[src/rtl/tx_xgmii_gearbox.sv]
// rtl/tx_xgmii_gearbox.sv - 256-bit CGMII beat to 64-bit XGMII lane gearbox with idle/underrun handling
// Optional statistics counters: define TX_XGMII_GEARBOX_STATS_EN
module tx_xgmii_gearbox #(
  parameter int IN_WIDTH   = 256,
  parameter int OUT_WIDTH  = 64,
  parameter int FIFO_DEPTH = 2
) (
  input  logic                   clk156,
  input  logic                   rst,
  input  logic                   in_vld,
  input  logic [IN_WIDTH-1:0]    txd,
  input  logic [IN_WIDTH/8-1:0]  txc,
  output logic                   in_rdy,
  output logic [OUT_WIDTH-1:0]   xgmii_txd,
  output logic [OUT_WIDTH/8-1:0] xgmii_txc,
  output logic                   ovf_err,
  output logic                   underrun_err
`ifdef TX_XGMII_GEARBOX_STATS_EN
  ,
  input  logic                   stats_clr,
  output logic [31:0]            GBX_TX_FRM_CNT,
  output logic [31:0]            GBX_UNDERRUN_CNT
`endif
);

  localparam int CW     = OUT_WIDTH / 8;
  localparam int IN_CW  = IN_WIDTH / 8;
  localparam int BW     = IN_WIDTH + IN_CW;
  localparam int LANES  = IN_WIDTH / OUT_WIDTH;
  localparam int LW     = (LANES > 1) ? $clog2(LANES) : 1;
  localparam int AW     = (FIFO_DEPTH > 1) ? $clog2(FIFO_DEPTH) : 1;
  localparam int CNTW   = AW + 1;

  localparam logic [LW-1:0]        LAST_LANE = LW'(LANES - 1);
  localparam logic [CNTW-1:0]      FULL_CNT  = CNTW'(FIFO_DEPTH);
  localparam logic [OUT_WIDTH-1:0] IDLE_WORD = {CW{8'h07}};
  localparam logic [OUT_WIDTH-1:0] ERR_WORD  = {CW{8'hFE}};

  typedef enum logic [1:0] {
    ST_IDLE  = 2'd0,
    ST_FRAME = 2'd1,
    ST_DROP  = 2'd2
  } state_t;

  state_t state, state_nxt;

  logic [BW-1:0]        mem [FIFO_DEPTH];
  logic [AW-1:0]        wr_ptr, rd_ptr;
  logic [CNTW-1:0]      count;
  logic [LW-1:0]        lane_idx;

  logic                 empty, push, pop, lane_adv;
  logic [BW-1:0]        head;
  logic [IN_WIDTH-1:0]  head_txd;
  logic [IN_CW-1:0]     head_txc;
  logic [OUT_WIDTH-1:0] lane_d;
  logic [CW-1:0]        lane_c;
  logic                 is_start, has_term, frm_done, und_nxt;
  logic [OUT_WIDTH-1:0] txd_nxt;
  logic [CW-1:0]        txc_nxt;

  assign empty    = (count == '0);
  assign head     = mem[rd_ptr];
  assign head_txd = head[IN_WIDTH-1:0];
  assign head_txc = head[BW-1:IN_WIDTH];
  assign lane_d   = head_txd[int'(lane_idx)*OUT_WIDTH +: OUT_WIDTH];
  assign lane_c   = head_txc[int'(lane_idx)*CW +: CW];
  assign is_start = lane_c[0] && (lane_d[7:0] == 8'hFB);

  // Every non-empty cycle consumes one lane, so the head beat leaves on its last lane
  assign pop    = !empty && (lane_idx == LAST_LANE);
  assign in_rdy = (count < FULL_CNT) || pop;
  assign push   = in_vld && in_rdy;

  always_comb begin
    has_term = 1'b0;
    for (int b = 0; b < CW; b++) begin
      if (lane_c[b] && (lane_d[8*b +: 8] == 8'hFD)) has_term = 1'b1;
    end
  end

  always_ff @(posedge clk156 or posedge rst) begin
    if (rst) state <= ST_IDLE;
    else     state <= state_nxt;
  end

  always_comb begin
    state_nxt = state;
    txd_nxt   = IDLE_WORD;
    txc_nxt   = '1;
    und_nxt   = 1'b0;
    frm_done  = 1'b0;
    lane_adv  = 1'b0;
    if (!empty) begin
      lane_adv = 1'b1;
      case (state)
        ST_IDLE: begin
          txd_nxt = lane_d;
          txc_nxt = lane_c;
          if (is_start) state_nxt = ST_FRAME;
        end
        ST_FRAME: begin
          txd_nxt = lane_d;
          txc_nxt = lane_c;
          if (has_term) begin
            state_nxt = ST_IDLE;
            frm_done  = 1'b1;
          end
        end
        default: begin
          if (has_term) state_nxt = ST_IDLE;
        end
      endcase
    end else if ((state == ST_FRAME) && (lane_idx == '0)) begin
      // Starved mid-frame: poison the frame and discard its remainder
      txd_nxt   = ERR_WORD;
      txc_nxt   = '1;
      und_nxt   = 1'b1;
      state_nxt = ST_DROP;
    end
  end

  always_ff @(posedge clk156) begin
    if (push) mem[wr_ptr] <= {txc, txd};
  end

  always_ff @(posedge clk156 or posedge rst) begin
    if (rst) begin
      wr_ptr       <= '0;
      rd_ptr       <= '0;
      count        <= '0;
      lane_idx     <= '0;
      xgmii_txd    <= IDLE_WORD;
      xgmii_txc    <= '1;
      ovf_err      <= 1'b0;
      underrun_err <= 1'b0;
    end else begin
      if (push) wr_ptr <= wr_ptr + AW'(1);
      if (pop)  rd_ptr <= rd_ptr + AW'(1);
      count        <= count + CNTW'(push) - CNTW'(pop);
      if (lane_adv) lane_idx <= lane_idx + LW'(1);
      xgmii_txd    <= txd_nxt;
      xgmii_txc    <= txc_nxt;
      ovf_err      <= in_vld && !in_rdy;
      underrun_err <= und_nxt;
    end
  end

`ifdef TX_XGMII_GEARBOX_STATS_EN
  always_ff @(posedge clk156 or posedge rst) begin
    if (rst) begin
      GBX_TX_FRM_CNT   <= '0;
      GBX_UNDERRUN_CNT <= '0;
    end else if (stats_clr) begin
      GBX_TX_FRM_CNT   <= '0;
      GBX_UNDERRUN_CNT <= '0;
    end else begin
      if (frm_done && (GBX_TX_FRM_CNT != '1))  GBX_TX_FRM_CNT   <= GBX_TX_FRM_CNT + 32'd1;
      if (und_nxt && (GBX_UNDERRUN_CNT != '1)) GBX_UNDERRUN_CNT <= GBX_UNDERRUN_CNT + 32'd1;
    end
  end
`endif

endmodule

[config.mk]
export PLATFORM = sky130hd
export DESIGN_NAME = tx_xgmii_gearbox
export DESIGN_NICKNAME = d
export VERILOG_FILES = /design/src/rtl/tx_xgmii_gearbox.sv
export SDC_FILE = /design/constraint.sdc
export NUM_CORES = 1
export LEC_CHECK = 0
export ABC_CLOCK_PERIOD_IN_PS = 18920
export CAP_MARGIN = 20
export CORE_UTILIZATION = 54
export DETAILED_ROUTE_END_ITERATION = 10
export GPL_TIMING_DRIVEN = 0
export PLACE_DENSITY = 0.77
export SYNTH_ARGS = -nofsm -noshare
export SYNTH_HDL_FRONTEND = slang
export SYNTH_SLANG_ARGS = --single-unit
[constraint.sdc]
create_clock -name clk156 -period 18.92 [get_ports clk156]
set_clock_uncertainty 0.15 [all_clocks]
set_input_delay 2.838 -clock clk156 [delete_from_list [all_inputs] [get_ports clk156]]
set_output_delay 2.838 -clock clk156 [all_outputs]
set_load 0.01 [all_outputs]
=== Yosys cells after proc, flatten, opt, wreduce, memory -nomap -nowiden ===
Memories as Yosys holds them, arrays and structs flattened.
Cells that the tools add are included.
W data, S select, Z words.

* Reductions and logical operators: 22
* Shift-type cells: 2
* Add/subtract/negate cells: 5
* Mux-type cells: 22
* $lt $le $gt $ge: 1
* Equal/unequal tests: 13

{| class="wikitable"
|+ Operators by type and width
! operator !! number
|-
| $shiftx A256 B9 Y64 || 1
|-
| $mux W64 || 3
|-
| $eq A8 B8 Y1 const B || 9
|-
| $shiftx A32 B6 Y8 || 1
|-
| $mux W8 || 2
|-
| $logic_and A1 B1 Y1 || 13
|-
| $mux W1 || 12
|-
| $mux W2 || 5
|-
| $logic_not A2 Y1 || 3
|-
| $ne A3 B3 Y1 const B || 1
|-
| $reduce_and A3 Y1 || 1
|-
| $reduce_bool A3 Y1 || 1
|-
| $add A1 B1 Y1 const B || 2
|-
| $add A2 B1 Y2 || 1
|-
| $add A2 B1 Y2 const B || 1
|-
| $eq A2 B1 Y1 const B || 1
|-
| $eq A2 B2 Y1 const B || 1
|-
| $logic_not A1 Y1 || 2
|-
| $lt A2 B2 Y1 const B || 1
|-
| $ne A2 B1 Y1 const B || 1
|-
| $reduce_or A2 Y1 || 1
|-
| $sub A2 B1 Y2 || 1
|-
| $logic_or A1 B1 Y1 || 1
|}

* Logic and storage cells: 75
* Memory bits (writable): 576
* Input bits: 291
* Output and inout port bits: 75
* Bits in registers: 82
* Memories kept: 1

{| class="wikitable"
|+ Memory list
! memory !! depth !! bits a word !! rd ports !! clocked after memory_dff !! wr ports !! RTL line !! RTL
|-
| mem || 2 || 288 || 1 || 0 || 1 || 47 || <nowiki>logic [BW-1:0] mem [FIFO_DEPTH];</nowiki>
|}

=== Logic depth before layout (Yosys ltp) ===
Gate-level depths: netlist (run 1).
An unclocked memory read counts as a cell.

* Depth in word-level cells: 15
* Mapped depth: 11
* Gate-level depth less buffers: 8

=== Least setup slack after synthesis (run 1) ===
OpenSTA, ideal clock, no wires.

* Kind: in2reg
* Start point: input port in_vld
* End point: memory mem[0][0] (netlist bit) (enable)
* Library setup time: 943 ps
* Buffers on the path: 0
* Path slack: 2967 ps
* Required time: 17827 ps
* Data arrival time: 14860 ps
* Stages on the path: 2
* Cell sequence: nand2_1 -> nor2_1

* Cells in the longest elaborated chain, start to end: 3

{| class="wikitable"
|+ Ends and longest elaborated chain
! item !! RTL line !! RTL
|-
| start, declared || 10 || <nowiki>input logic in_vld,</nowiki>
|-
| $logic_and A1 B1 Y1 || 73 || <nowiki>assign push = in_vld && in_rdy;</nowiki>
|-
| $mux W1 || 124 || <nowiki>if (push) mem[wr_ptr] <= {txc, txd};</nowiki>
|-
| $mux W1 (implied by the code) || 124 ||
|-
| end, declared || 47 ||
|}

No other way between the ends.

=== Worst setup path in the final report (run 1) ===
* Start point: input port in_vld
* End point: memory mem[0][207] (netlist bit) (enable)

Same word-level chain as after synthesis.

==> results of run 1 <==
[power by group through the flow]
stage | logic, W | registers (W) | clock network, W
global placement | 0.00170 | 0.00233 | 0
CTS | 0.00180 | 0.00212 | 0.00134
detailed placement | 0.00179 | 0.00215 | 0
floorplan | 0.00100 | 0.00229 | 0
finish | 0.00179 | 0.00212 | 0.00133
global route | 0.00190 | 0.00215 | 0.00140
[path summary, 6_finish.rpt]
kind                             startpoint            to  slack, ns
worst max-delay path                 in_vld   mem[0][207]      13.80
worst min-delay path                 wr_ptr        wr_ptr       0.40
worst max register to register  lane_idx[1]  xgmii_txd[7]      14.71
worst min register to register       wr_ptr        wr_ptr       0.40
max in group asynchronous               rst  xgmii_txc[3]      15.37
min in group asynchronous               rst  xgmii_txd[5]       2.51
[routing by layer]
layer	wire length, µm	part of all wire	up-vias
met5	66	0.0010	-
met4	2480	0.039	10
met3	5030	0.080	134
met2	31600	0.50	600
met1	24100	0.38	6930
li1	-	-	5590
[per-stage QoR]
step / worst slack, ns / std cells / hold WS [ns]
CTS: 13.82 / 2238 / 0.404
floorplan: 2.97 / 1135 / 0.311
global placement: -3.81 / 2100 / 0.325
detailed placement: 13.22 / 2116 / 0.393
global route: 13.71 / 2244 / 0.422
finish: 13.80 / 2246 / 0.401
[flip-flops by register name, summed over array words and instances, names as in the netlist]
name          count
ovf_err           1
wr_ptr            1
mem             576
count             2
xgmii_txc         8
lane_idx          2
xgmii_txd        64
state             2
rd_ptr            1
underrun_err      1
[layout make-up]
class / instances / area, µm² / share of cell area
diodes: 8 / 20.0 / 0.000629
repair buffers: 381 / 4010 / 0.126
plain buffers: 56 / 464 / 0.0146
clock inverters: 24 / 241 / 0.00759
multi-input cells: 414 / 4940 / 0.155
flip-flops and latches: 658 / 19400 / 0.609
well taps: 600 / 751 / 0.0236
inverters: 7 / 28.8 / 0.000904
clock buffers: 98 / 1990 / 0.0625
[placed cells by master, fill, tap and decap left out, drive strengths merged, types with 5 or more instances in the layout]
cell type        n
dfstp           32
a31oi            6
inv              5
clkdlybuf4s50  365
mux2i           63
nand4            6
bufinv           5
nand2           54
buf             51
mux4           136
nand3           27
a22oi            8
nor2            11
nand4b           6
clkinv          21
diode            8
dfrtp           50
edfxtp         576
clkbuf         117
o21ai           48
a21oi            6
[logic make-up (layout without fill, tap and decap cells)]
| family | after synthesis | in the layout | share of synthesized area |
|---|---|---|---|
| flops | 658 | 658 | 0.782 |
| mux | 201 | 201 | 0.151 |
| simple gates | 128 | 128 | 0.0259 |
| compound gates | 76 | 76 | 0.0175 |
| buf+inv | 63 | 566 | 0.0198 |
| xor+xnor | 5 | 5 | 0.00177 |
| fa+ha+maj | 4 | 4 | 0.00202 |
| other cells | 0 | 8 | 0 |
==> flow_metrics.py, run 1 <==
metrics = {
    "logic_synthesis": {
        "synthTopCellsByCount": "sky130_fd_sc_hd__edfxtp_1, sky130_fd_sc_hd__mux4_2, sky130_fd_sc_hd__mux2i_1, sky130_fd_sc_hd__nand2_1, sky130_fd_sc_hd__dfrtp_1",
        "postSynthAreaPerCell_um2": 21.9,
        "cell_count_after_synthesis": 1135,
        "synth_top_cells_by_area": "sky130_fd_sc_hd__edfxtp_1, sky130_fd_sc_hd__mux4_2, sky130_fd_sc_hd__dfrtp_1",
        "synth-warning-count": 0,
        "yosys.cell_count.top_type": "sky130_fd_sc_hd__edfxtp_1",
        "post_synth_num_cell_types": 52,
        "synth-edff-count": 576,
        "synth_top_flop_cell": "sky130_fd_sc_hd__edfxtp_1",
        "synth_top_cell_by_area": "sky130_fd_sc_hd__edfxtp_1",
        "synth-async-reset-ratio": 0.125,
        "synth.cell_area_um2": 24800,
        "postSynthRegisterBits": 658,
        "mappedNetlistNets": 1430,
        "synth_top_area_frac": 0.697,
        "synth.yosys.seq_area_share": 0.782,
    },
    "power_and_ir_drop": {
        "power_density_nw_per_um2": 164,
        "ir_worst_vdd_v": 0.0000918,
        "report.power.total_w": 0.00524,
        "power.share.sequential": 0.405,
        "internal_w": 0.00361,
        "power.switching_fraction": 0.310,
        "static-leakage-power_nw": 10.9,
        "power.net_switching_w": 0.00162,
        "fraction_of_power_consumed_by_the_clock_network": 0.253,
        "comb_power_share": 0.342,
    },
    "clock_tree": {
        "cts_htree_levels": 3,
        "cts_buffer_depth": 3,
        "clock_tree.root_cell": "sky130_fd_sc_hd__clkbuf_16",
        "cts_tree": "built",
        "cts_setup_buffers": 0,
        "cts_num_sinks": 658,
        "insertion_delay_ns": 0.59,
        "cts.reportedPaths.clkPinSlew_ns": 0.06,
        "post_cts_resize_count": 0,
        "cts_made_buffers": 66,
        "holdBufCountCts": 0,
    },
    "global_route": {
        "grt_start_max_net_pins": 69,
        "global_route.usage.met3": 0.0648,
        "grt_first_pass_wirelength_mm": 90.7,
        "grt_most_used_layer": "met2",
        "antenna_found_initial": 12,
        "global_route.usage.total": 0.275,
        "grt_util_met1": 0.357,
        "first_global_vias": 13800,
        "globalRoute.totalOverflow": 0,
        "global_route.usage.met2": 0.448,
    },
    "timing": {
        "final_max_slew_viol_count": 0,
        "layout_min_cycle_time_ns": 5.12,
        "max_slew_margin": 0.262,
        "worstMarginPinSlew_ns": 1.11,
        "post-route-period-util": 0.271,
        "fmax_mhz": 195,
        "rsz0062_at_grt": "false",
        "finalSetupTns_ns": 0,
        "setup_violators_final": 0,
        "finalHoldViolCount": 0,
    },
    "worst_setup_path": {
        "longest_individual_stage_delay_on_the_worst_path_ns": 0.67,
        "timing.critical_path.cells": "clkdlybuf4s50_1 > nand2_1 > nor2_4 > buf_12 > buf_12 > buf_12 > buf_12",
        "end_kind": "flip-flop",
        "critical_path_buf_inv_count": 5,
        "critical-path-top-delay-family": "buffers and inverters",
        "cell_with_the_largest_stage_delay_on_the_worst_path": "sky130_fd_sc_hd__nor2_4",
        "critical_path.startpoint_type": "input port",
        "depth_of_the_most_critical_reg_to_reg_path": 10,
        "setup.worst_path.class": "input port to flip-flop",
        "worst-path-max-fanout": 28,
        "worst-endpoint-required_ns": 19.04,
        "stages_on_worst_setup_path": 7,
        "arrival_ns": 5.25,
        "crit_top_cell": "sky130_fd_sc_hd__buf_12",
    },
    "floorplanning": {
        "die_area_um2": 46800,
        "design.core.area_um2": 45400,
        "die_height_um": 216,
        "dieWidth_um": 216,
        "initial_core_utilization": 0.547,
        "rows": 78,
        "top_level_ports": 366,
    },
    "finish": {
        "nets": 1879,
        "stdcell_area_um2": 31800,
        "final_util": 0.702,
        "final_layout_size_suffix_gt1_frac": 0.194,
        "filler_cell_count": 2771,
        "flow.area_growth_from_synthesis_pct": 28.3,
    },
    "run": {
        "cap_viol_max_count": 0,
    },
    "route": {
        "final_ant_viol_nets": 0,
        "drt-pass1-iter-count": 5,
        "violation_count_after_the_first_detailed_route_iteration": 1417,
        "drc": 0,
        "wirelength_mm": 63.3,
        "post_drt_via_cell_ratio": 5.91,
        "dr_vias": 13300,
        "drt-wirelength-per-cell_um": 28.2,
    },
    "placement": {
        "io_buffer_count": 365,
        "gpl.final_weighted_congestion": 0.811,
        "placement.cell_area_um2": 29600,
        "place_hpwl_mm": 43.6,
    },
    "worst_hold_path": {
        "worst_hold_path_type": "flip-flop to flip-flop",
        "hold-path-cell-count": 1,
    },
    "status": {
        "outcome": "complete, no violations",
    },
}
Note: power is estimated with default switching activity, not from simulation.
==> run 2: changes to the inputs <==
==> config.mk (replaced) <==
export PLATFORM = sky130hd
export DESIGN_NAME = tx_xgmii_gearbox
export DESIGN_NICKNAME = d
export VERILOG_FILES = /design/src/rtl/tx_xgmii_gearbox.sv
export SDC_FILE = /design/constraint.sdc
export NUM_CORES = 1
export LEC_CHECK = 0
export ABC_CLOCK_PERIOD_IN_PS = 4200
export CAP_MARGIN = 20
export CORE_UTILIZATION = 49
export DETAILED_ROUTE_END_ITERATION = 10
export GPL_TIMING_DRIVEN = 0
export PLACE_DENSITY = 0.73
export SYNTH_ARGS = -nofsm -noshare
export SYNTH_HDL_FRONTEND = slang
export SYNTH_SLANG_ARGS = --single-unit
==> constraint.sdc (replaced) <==
create_clock -name clk156 -period 4.2 [get_ports clk156]
set_clock_uncertainty 0.15 [all_clocks]
set_input_delay 0.63 -clock clk156 [delete_from_list [all_inputs] [get_ports clk156]]
set_output_delay 0.63 -clock clk156 [all_outputs]
set_load 0.01 [all_outputs]
==> flow_metrics.py, run 2 (synthesized netlist as in run 1, its figures left out) <==
metrics = {
    "finish": {
        "final_layout_size_suffix_gt1_frac": 0.197,
        "nets": 1879,
        "top_regs": "mem: 576 flops, xgmii_txd: 64 flops, xgmii_txc: 8 flops",
        "largest_register": "mem",
        "most-common-layout-cells": "sky130_fd_sc_hd__edfxtp_1, sky130_fd_sc_hd__clkdlybuf4s50_1, sky130_fd_sc_hd__mux4_2, sky130_fd_sc_hd__clkbuf_16, sky130_fd_sc_hd__mux2i_1",
        "final_util": 0.639,
        "flow.area_growth_from_synthesis_pct": 28.9,
        "mostFrequentLayoutCell": "sky130_fd_sc_hd__edfxtp_1",
        "largest_register_ff_count": 576,
    },
    "global_route": {
        "global_route.usage.total": 0.250,
        "antenna_found_initial": 14,
        "globalRoute.totalOverflow": 0,
        "grt_first_pass_wirelength_mm": 89.3,
        "grt_start_max_net_pins": 71,
        "first_global_vias": 13700,
    },
    "timing": {
        "worstMarginPinSlew_ns": 1.18,
        "layout_setup_ws_ns": 0.244,
        "max_slew_margin": 0.211,
        "layout_min_cycle_time_ns": 3.96,
        "final_max_slew_viol_count": 0,
        "setup_violators_final": 0,
        "rsz0062_at_grt": "false",
        "finalHoldViolCount": 0,
        "fmax_mhz": 253,
        "post-route-period-util": 0.942,
        "finalHoldWorstSlack_ns": 0.280,
    },
    "floorplanning": {
        "top_level_ports": 366,
        "initial_core_utilization": 0.495,
        "design.core.area_um2": 50100,
        "die_height_um": 227,
        "die_area_um2": 51500,
        "rows": 82,
        "dieWidth_um": 227,
    },
    "worst_setup_path": {
        "end_kind": "flip-flop",
        "setup.worst_path.class": "flip-flop to flip-flop",
        "critical_path.startpoint_type": "flip-flop",
        "worst-endpoint-required_ns": 4.52,
        "worst-path-max-fanout": 10,
        "arrival_ns": 4.28,
    },
    "route": {
        "violation_count_after_the_first_detailed_route_iteration": 1110,
        "drc": 0,
        "post_drt_via_cell_ratio": 5.62,
        "final_ant_viol_nets": 0,
        "wirelength_mm": 63.6,
        "dr_vias": 13000,
        "drt-wirelength-per-cell_um": 27.4,
        "drt-pass1-iter-count": 5,
    },
    "run": {
        "cap_viol_max_count": 0,
    },
    "power_and_ir_drop": {
        "power_density_nw_per_um2": 739,
        "ir_worst_vdd_v": 0.000420,
        "static-leakage-power_nw": 11.0,
    },
    "worst_hold_path": {
        "worst_hold_path_type": "input port to asynchronous set/reset pin",
    },
    "clock_tree": {
        "cts_num_sinks": 658,
        "clock_tree.root_cell": "sky130_fd_sc_hd__clkbuf_16",
        "cts_buffer_depth": 3,
        "holdBufCountCts": 0,
        "cts_made_buffers": 66,
        "cts_setup_buffers": 0,
        "cts_htree_levels": 3,
        "insertion_delay_ns": 0.59,
        "cts.reportedPaths.clkPinSlew_ns": 0.06,
        "cts_tree": "built",
    },
    "placement": {
        "gpl.final_weighted_congestion": 0.812,
        "place_hpwl_mm": 44.4,
        "io_buffer_count": 365,
        "post-place-ws_ns": 0.0137,
    },
    "status": {
        "outcome": "complete, no violations",
    },
}
-- run 2: routing by layer --
layer,wire [µm],share of wire,track usage,vias up
met1,24800,0.39,0.326,6769
met5,52,0.00082,0,-
met4,2280,0.036,0.113,8
met2,31400,0.49,0.401,548
li1,-,-,-,5593
met3,5070,0.080,0.0614,119
-- run 2: repair_timing --
action,CTS,global route
endpoints found under the setup margin,0,9
endpoints found under the hold margin,0,0
gates resized for setup,0,1
-- run 2: worst max-delay path: stages, from the launching register on --
cell and delay [ns]:
sky130_fd_sc_hd__dfrtp_1 0.42, sky130_fd_sc_hd__buf_4 0.28, sky130_fd_sc_hd__clkinv_1 0.28, sky130_fd_sc_hd__buf_8 0.26, sky130_fd_sc_hd__clkbuf_1 0.26, sky130_fd_sc_hd__clkbuf_1 0.50
sky130_fd_sc_hd__ha_1 0.37, sky130_fd_sc_hd__nor2b_1 0.14, sky130_fd_sc_hd__nand3_1 0.19, sky130_fd_sc_hd__clkinvlp_4 0.50, sky130_fd_sc_hd__or2_2 0.46
-- run 2: final timing paths --
| path | to | slack, ns | cells past startpoint | from |
|---|---|---|---|---|
| setup / recovery | xgmii_txd[7] | 0.24 | 10 | lane_idx[1] |
| hold / removal | xgmii_txd[7] | 0.28 | 2 | rst |
| setup reg to reg | xgmii_txd[7] | 0.24 | 10 | lane_idx[1] |
| hold reg to reg | wr_ptr | 0.41 | 1 | wr_ptr |
| max in group asynchronous | xgmii_txc[7] | 2.89 | 3 | rst |
| min in group clk156 | wr_ptr | 0.41 | 1 | wr_ptr |
-- run 2: power by group --
group | total (W) | internal (W) | leakage (nW) | switching [W]
sequential | 0.00954 | 0.00912 | 6.28 | 0.000418
clock | 0.00602 | 0.00361 | 1.11 | 0.00240
combinational | 0.00807 | 0.00358 | 3.57 | 0.00449
-- run 2: area by class of cell --
type,instances,area (µm²)
clock buffers,92,1950
multi-input cells,414,4950
diodes,11,27.5
repair buffers,381,4020
clock inverters,29,293
plain buffers,56,464
inverters,7,32.5
fillers,3459,18100
flip-flops and latches,658,19400
well taps,672,841
-- run 2: per-stage QoR --
stage	area, µm²	TNS (ns)	power, W	instances
3_5_place_dp	29700	0	0.0178	2188
5_1_grt	32000	0	0.0246	2317
2_1_floorplan	24800	-571.48	0.0145	1135
6_report	32000	0	0.0236	2320
4_1_cts	31900	0	0.0238	2309
3_3_place_gp	29300	-2062.00	0.0177	2172
==> run 3: changes to the inputs <==
--- a/config.mk
+++ b/config.mk
@@ -7,10 +7,10 @@
 export LEC_CHECK = 0
 export ABC_CLOCK_PERIOD_IN_PS = 4200
 export CAP_MARGIN = 20
-export CORE_UTILIZATION = 49
+export CORE_UTILIZATION = 45
 export DETAILED_ROUTE_END_ITERATION = 10
 export GPL_TIMING_DRIVEN = 0
-export PLACE_DENSITY = 0.73
+export PLACE_DENSITY = 0.68
 export SYNTH_ARGS = -nofsm -noshare
 export SYNTH_HDL_FRONTEND = slang
 export SYNTH_SLANG_ARGS = --single-unit
==> flow_metrics.py, run 3 (synthesized netlist as in run 1, its figures left out) <==
metrics = {
    "status": {
        "outcome": "complete, no violations",
    },
    "placement": {
        "place_hpwl_mm": 46.0,
        "dp.cells": 2215,
        "placement.cell_area_um2": 29800,
        "io_buffer_count": 365,
        "gpl.final_weighted_congestion": 0.775,
        "post-place-ws_ns": 0.0216,
    },
    "timing": {
        "max_slew_margin": 0.237,
        "post-route-period-util": 0.944,
        "finalHoldViolCount": 0,
        "worstMarginPinSlew_ns": 1.14,
        "final_max_slew_viol_count": 0,
        "rsz0062_at_grt": "false",
        "layout_setup_ws_ns": 0.237,
        "layout_min_cycle_time_ns": 3.96,
        "fmax_mhz": 252,
        "finalHoldWorstSlack_ns": 0.277,
        "setup_violators_final": 0,
    },
    "clock_tree": {
        "cts_htree_levels": 3,
        "cts_num_sinks": 658,
        "holdBufCountCts": 0,
        "clock_tree.root_cell": "sky130_fd_sc_hd__clkbuf_16",
        "cts.reportedPaths.clkPinSlew_ns": 0.06,
        "cts_buffer_depth": 3,
        "insertion_delay_ns": 0.60,
        "cts_tree": "built",
        "cts_made_buffers": 69,
    },
    "finish": {
        "mostFrequentLayoutCell": "sky130_fd_sc_hd__edfxtp_1",
        "largest_register_ff_count": 576,
        "top_regs": "mem: 576 flops, xgmii_txd: 64 flops, xgmii_txc: 8 flops",
        "stdcell_area_um2": 32000,
        "final_layout_size_suffix_gt1_frac": 0.202,
        "nets": 1885,
        "largest_register": "mem",
        "flow.area_growth_from_synthesis_pct": 29.1,
        "instances_no_fill": 2342,
        "most-common-layout-cells": "sky130_fd_sc_hd__edfxtp_1, sky130_fd_sc_hd__clkdlybuf4s50_1, sky130_fd_sc_hd__mux4_2, sky130_fd_sc_hd__clkbuf_16, sky130_fd_sc_hd__mux2i_1",
    },
    "run": {
        "cap_viol_max_count": 0,
    },
    "global_route": {
        "globalRoute.totalOverflow": 0,
        "first_global_vias": 13700,
        "global_route.usage.total": 0.235,
        "grt_first_pass_wirelength_mm": 92.3,
        "grt_start_max_net_pins": 57,
        "antenna_found_initial": 10,
    },
    "power_and_ir_drop": {
        "power_density_nw_per_um2": 739,
        "static-leakage-power_nw": 11.0,
        "ir_worst_vdd_v": 0.000334,
        "report.power.total_w": 0.0237,
    },
    "floorplanning": {
        "rows": 85,
        "design.core.area_um2": 54100,
        "initial_core_utilization": 0.458,
        "die_area_um2": 56100,
        "dieWidth_um": 237,
        "top_level_ports": 366,
        "die_height_um": 237,
    },
    "route": {
        "drt-pass1-iter-count": 5,
        "drc": 0,
        "wirelength_mm": 64.6,
        "post_drt_via_cell_ratio": 5.52,
        "drt-wirelength-per-cell_um": 27.6,
        "final_ant_viol_nets": 0,
        "dr_vias": 12900,
        "violation_count_after_the_first_detailed_route_iteration": 993,
    },
    "worst_setup_path": {
        "setup.worst_path.class": "flip-flop to flip-flop",
        "critical_path.startpoint_type": "flip-flop",
        "end_kind": "flip-flop",
        "arrival_ns": 4.31,
        "worst-endpoint-required_ns": 4.54,
        "worst-path-max-fanout": 10,
    },
    "worst_hold_path": {
        "worst_hold_path_type": "input port to asynchronous set/reset pin",
    },
}
==> run 3: report_power, final <==
part           leakage (nW)  internal, W  switching [W]
Sequential             6.28      0.00912       0.000427
Combinational          3.60      0.00362        0.00450
Clock                  1.11      0.00357        0.00244
==> run 3: timing repair <==
item,4_1_cts,5_1_grt
setup endpoints to repair,1,0
hold endpoints to repair,0,0
gates resized for setup,1,0
setup buffers,0,0
==> run 3: worst max-delay path, cell delays in order, from the launching register on <==
cell and delay, ns:
sky130_fd_sc_hd__dfrtp_1 0.38, sky130_fd_sc_hd__buf_2 0.19, sky130_fd_sc_hd__buf_2 0.27, sky130_fd_sc_hd__inv_2 0.27, sky130_fd_sc_hd__buf_2 0.56, sky130_fd_sc_hd__buf_1 0.67
sky130_fd_sc_hd__ha_1 0.27, sky130_fd_sc_hd__nor2b_1 0.21, sky130_fd_sc_hd__nand3_1 0.20, sky130_fd_sc_hd__buf_1 0.43, sky130_fd_sc_hd__o21ai_0 0.22
==> run 3: stage by stage <==
stage | TNS [ns] | util
floorplan | -571.48 | -
global placement | -2153.46 | 0.542
detailed placement | 0 | 0.550
CTS | 0 | 0.591
global route | 0 | 0.591
finish | 0 | 0.592
==> run 3: final cells by class <==
class,count,area [µm²]
buffer,56,464
fill,3958,22100
multi-input combinational,414,4950
clock inverter,35,329
antenna,4,10.0
tap,696,871
clock buffer,88,1900
sequential,658,19400
timing repair buffer,384,4080
inverter,7,30.0
==> run 3: per-layer routing <==
layer  wire [µm]  part of all wire  global-route usage
met1       25800              0.40               0.310
met2       32400              0.50               0.390
met3        4510             0.070              0.0488
met4        1670             0.026              0.0811
met5          86            0.0013                   0
==> run 3: path summary, 6_finish.rpt <==
kind                                  start       endpoint  slack [ns]  cells after the start
worst max-delay path            lane_idx[0]  xgmii_txd[54]        0.24                     10
worst min-delay path                    rst   xgmii_txd[7]        0.28                      2
worst max register to register  lane_idx[0]  xgmii_txd[54]        0.24                     10
worst min register to register       wr_ptr         wr_ptr        0.41                      1
max in group asynchronous               rst   xgmii_txc[7]        2.88                      3
min in group clk156                  wr_ptr         wr_ptr        0.41                      1
